## config.mk

```make
export PLATFORM = sky130hd
export DESIGN_NAME = fetch_unit
export DESIGN_NICKNAME = d
export VERILOG_FILES = /design/src/rtl/fetch_unit.sv
export SDC_FILE = /design/constraint.sdc
export NUM_CORES = 1
export LEC_CHECK = 0
export BUFFER_PORTS_ARGS = -buffer_cell sky130_fd_sc_hd__buf_4
export CELL_PAD_IN_SITES_DETAIL_PLACEMENT = 1
export CELL_PAD_IN_SITES_GLOBAL_PLACEMENT = 2
export CORE_MARGIN = 4
export CORE_UTILIZATION = 33
export CTS_BUF_LIST = sky130_fd_sc_hd__clkbuf_8 sky130_fd_sc_hd__clkbuf_16
export DETAILED_ROUTE_END_ITERATION = 10
export PLACE_DENSITY = 0.84
export SETUP_SLACK_MARGIN = 0.2
export SYNTH_ARGS = -nofsm -noshare
export SYNTH_HDL_FRONTEND = slang
export SYNTH_SLANG_ARGS = --single-unit
```

## constraint.sdc

```tcl
create_clock -name clock -period 10.2 [get_ports clock]
set_input_delay 0.51 -clock clock [delete_from_list [all_inputs] [get_ports clock]]
set_output_delay 0.51 -clock clock [all_outputs]
set_load 0.01 [all_outputs]
```

## src/rtl/fetch_unit.sv

```systemverilog
// Instruction fetch stage: owns the PC, drives instruction memory and
// latches the returned word into the IF/ID pipeline register.
module fetch_unit #(
    parameter logic [31:0] RESET_PC    = 32'h0000_0000,
    parameter logic [1:0]  J_TYPE_CODE = 2'b01
) (
    input  logic        clock,
    input  logic        reset,
    input  logic        stall,
    input  logic        redirect_valid,
    input  logic [31:0] redirect_target,
    input  logic [31:0] instruction,
    output logic [31:0] address_bus,
    output logic [31:0] ifid_instruction,
    output logic [31:0] ifid_pc,
    output logic [31:0] ifid_pc_plus4,
    output logic        ifid_valid,
    output logic        halted
);

    typedef enum logic {
        RUN  = 1'b0,
        HALT = 1'b1
    } state_t;

    state_t      state_p0;
    state_t      state_next;
    logic [31:0] pc_p0;
    logic [31:0] pc_next;
    logic        ifid_load;
    logic        vld_next;
    logic        halted_next;

    logic        word_stop;
    logic        word_jump;
    logic [31:0] pc_seq;
    logic [31:0] pc_jump;

    // Word-align any byte address; the fetch path never sees bits [1:0].
    function automatic logic [31:0] align_word(input logic [31:0] addr);
        return {addr[31:2], 2'b00};
    endfunction

    // Jump target: sign-extended 24-bit word offset, scaled to bytes,
    // added modulo 2^32.
    function automatic logic [31:0] jump_target(input logic [31:0] pc,
                                                input logic [31:0] word);
        logic signed [31:0] offset;
        offset = {{6{word[26]}}, word[26:3], 2'b00};
        return pc + offset;
    endfunction

    // Field decode of the word returned for the current PC.
    always_comb begin
        word_stop = instruction[0];
        word_jump = (instruction[2:1] == J_TYPE_CODE);
        pc_seq    = pc_p0 + 32'd4;
        pc_jump   = jump_target(pc_p0, instruction);
    end

    assign address_bus = align_word(pc_p0);

    // Next-state / next-PC selection: redirect > HALT > stall > Stop > jump > sequential.
    always_comb begin
        state_next  = state_p0;
        pc_next     = pc_p0;
        ifid_load   = 1'b0;
        vld_next    = ifid_valid;
        halted_next = halted;
        if (redirect_valid) begin
            pc_next     = align_word(redirect_target);
            vld_next    = 1'b0;
            state_next  = RUN;
            halted_next = 1'b0;
        end else if (state_p0 == HALT) begin
            if (!stall) begin
                vld_next = 1'b0;
            end
        end else if (!stall) begin
            ifid_load = 1'b1;
            vld_next  = 1'b1;
            if (word_stop) begin
                state_next  = HALT;
                halted_next = 1'b1;
            end else if (word_jump) begin
                pc_next = pc_jump;
            end else begin
                pc_next = pc_seq;
            end
        end
    end

    // IF stage: PC and FSM state registers.
    always_ff @(posedge clock or posedge reset) begin
        if (reset) begin
            pc_p0    <= align_word(RESET_PC);
            state_p0 <= RUN;
            halted   <= 1'b0;
        end else begin
            pc_p0    <= pc_next;
            state_p0 <= state_next;
            halted   <= halted_next;
        end
    end

    // IF/ID boundary: latch the fetched word with its address and link value.
    always_ff @(posedge clock or posedge reset) begin
        if (reset) begin
            ifid_instruction <= 32'd0;
            ifid_pc          <= 32'd0;
            ifid_pc_plus4    <= 32'd0;
            ifid_valid       <= 1'b0;
        end else begin
            ifid_valid <= vld_next;
            if (ifid_load) begin
                ifid_instruction <= instruction;
                ifid_pc          <= address_bus;
                ifid_pc_plus4    <= pc_seq;
            end
        end
    end

endmodule

```

==> run metrics <==
status completed; final cell count without fillers ~1,400; Final ANT Viol Nets 0; die area around 25,000 um2; layout cells sized above 1 0.229; Sequential Power Share 0.376; P_leak between 4 and 5 nW; CP peak stage delay 0.56 ns; Critical Path Sink Type register; CP required ~10 ns; Sink Count between 100 and 150; Syn Area/Cell 8.20 um2; Worst-path clk slew 0.06 ns; number of port buffers approximately 190; sequential share of the synthesized area 0.419; H-tree depth 4; pre-CTS WS between 6 and 7 ns; internal power approximately 1.1 mW; clock buffer count from CTS 17; predominant post-synthesis flop cell dfrtp_1; die height roughly 160 um; core area roughly 22,000 um2; Max Fclk about 290 MHz; later-pin clock latency in the skew report between 0.4 and 0.5 ns; CTS resizes 0; Clk network pwr share 0.325; synthesized flop and latch total around 130; crit-path cells ha_1 -> fa_1 -> a21o_2 -> a221oi_1 -> o311a_4 -> o21ai_0 -> o41ai_1 -> mux2i_1 -> a21boi_0; CTS tree done; CTS root buf clkbuf_16; Setup-failing EPs final 0; Die W 158 um; DR WL/cell approximately 19 um; power density cells roughly 180 nW/um2; First DRT Iteration DRCs 540; count of cell types in the netlist 61; Tot Pwr around 1.7 mW; reg2reg setup slack slightly below 7 ns; Comb pwr share 0.299; startpoint class of the critical path register; Setup WS post-layout around 6.8 ns; commonest non-fill, non-tap cells in the layout 279 x nand2_1, 196 x buf_4, 125 x dfrtp_1, 65 x o21ai_0, 59 x a21oi_1; largest cells by area after synthesis dfrtp_1 42%, nand2_1 14%, ha_1 5.0%; clock skew about 0.0070 ns; largest net degree at the start of global routing 97; first-pass GRT wire length a little over 40 mm; diode count 0; slew margin rel. 0.313; Tcrit/Tclk final 0.334; synth warn 0; worst-case vdd ir drop slightly above 0.00009 V; placed cells roughly 1,300; max-slew violations 0; Post-route DRC 0; Starting Density 0.339; mapped cell area about 7500 um2; via/cell ratio approximately 5.2; number of synthesized flops with an enable pin 0; remaining global-route overflow 0; Nets approximately 1,200; Yosys top cell by area dfrtp_1; CTS Hold Bufs 0; initial antenna violation count 0; FF-to-FF Start pc_p0[2]; final WL approximately 27 mm; Yosys top cell area share 0.419; vias in the first global route between 7,000 and 8,000; Worst-Margin Slew roughly 1.0 ns; r2r worst-path depth 9; All-Layer GR Usage 0.214; DRT Pass-1 Iters 5; Crit path arrival time roughly 3.7 ns; CP Buf/Inv Count 0; total number of vias 7,170; Ports between 150 and 200; HPWL after detailed placement 19.6 mm; placed cell area ~9000 um2; family with the most delay on the worst path compound AO/OA/AOI/OAI gates; CP max-delay cell a221oi_1; Setup Fix Bufs, Post-CTS 0; P_sw about 0.62 mW; Final Cell Area roughly 9600 um2; minimum clock period about 3.4 ns; area delta synth->final 28.5%; share of flip-flops with an asynchronous set or reset 1.00; crit-path max FO 10; row count 54; Hold Path Class in -> async; setup_tns 0 ns; critical path type reg -> reg; clk buf depth 2; worst r2r dst pc_p0[30]; Max-Cap Viols 0; setup repair after global routing missed its margin false; Net Sw Frac 0.353; placer's final routability congestion estimate 0.836; Gate Count Post-Synth 910; most common cell after layout, fill and taps aside nand2_1; Final Hold Vio Count 0
through the flow:
step           utilization  hold slack [ns]
2_1_floorplan            -            0.514
3_3_place_gp         0.410            0.458
4_1_cts              0.435            0.139
6_report             0.435            0.131
3_5_place_dp         0.410            0.466
5_1_grt              0.435            0.155
metal layers:
layer / vias to the layer above / wire [um] / track usage
met5: - / 0 / 0
met4: 0 / 481 / 0.0654
met3: 29 / 1280 / 0.0326
met2: 185 / 11800 / 0.322
met1: 3470 / 13100 / 0.316
li1: 3486 / - / -
synth_stat cells, types with 5 or more instances:
master and count:
dfrtp_1 125, nor2_1 40, nand2b_1 6, xor2_1 27, nor3_1 18, mux2i_1 9, nand3_1 24, o211ai_1 10
a21o_1 7, ha_1 30, a221oi_1 7, and4_1 5, xnor2_1 20, clkbuf_1 36, and3_1 6, a31oi_1 10
nand2_1 280, buf_4 7, inv_1 14, o22ai_1 13, nand4_1 16, o21ai_0 65, a21oi_1 59, a211oi_1 5
registers in the layout (all words and copies together) (netlist names):
register / cells
state_p0: 1
pc_p0: 30
ifid_pc_plus4: 30
ifid_pc: 30
ifid_instruction: 32
halted: 1
ifid_valid: 1
cell families (layout without fill, tap and decap cells):
group | after synthesis | count (layout) | synth area share
AND/OR/NAND/NOR | 418 | 418 | 0.241
AO/OA/AOI/OAI | 210 | 210 | 0.174
flip-flops | 125 | 125 | 0.419
buffers and inverters | 69 | 242 | 0.0458
XOR/XNOR | 47 | 47 | 0.0551
adder cells (fa/ha/maj) | 31 | 31 | 0.0530
multiplexers | 9 | 9 | 0.0121
other | 1 | 6 | 0.000502
cell type report:
type	instances	area (um2)
Fill cell	2660	12400
Tap cell	280	350
Clock inverter	13	95.1
Timing Repair Buffer	196	1470
Clock buffer	19	453
Sequential cell	125	3130
Inverter	14	57.6
Multi-Input combinational cell	721	4030
worst register-to-register path, delay by kind of cell (launching register included):
family,cells,cell delay [ns]
adders and majority gates,2,0.71
muxes,1,0.24
DFF,1,0.51
AOI/OAI and AO/OA,6,1.80
power by group through the flow:
| stage | combinational (mW) | clock, mW | sequential, mW |
|---|---|---|---|
| after detailed placement | 0.525 | 0 | 0.664 |
| after global routing | 0.583 | 0.605 | 0.668 |
| after floorplan | 0.263 | 0 | 0.676 |
| after CTS | 0.529 | 0.583 | 0.656 |
| after global placement | 0.516 | 0 | 0.661 |
| final | 0.523 | 0.569 | 0.657 |
worst max path at each step:
stage | from | to | slack [ns] | depth (start not counted)
floorplan | reset | halted | 6.36 | 1
global placement | instruction[3] | pc_p0[30] | 6.79 | 10
detailed placement | instruction[3] | pc_p0[30] | 6.76 | 10
CTS | pc_p0[2] | pc_p0[30] | 6.84 | 9
global route | pc_p0[11] | pc_p0[27] | 6.59 | 8
finish | pc_p0[2] | pc_p0[30] | 6.79 | 9
Note: power is estimated with default switching activity, not from simulation.
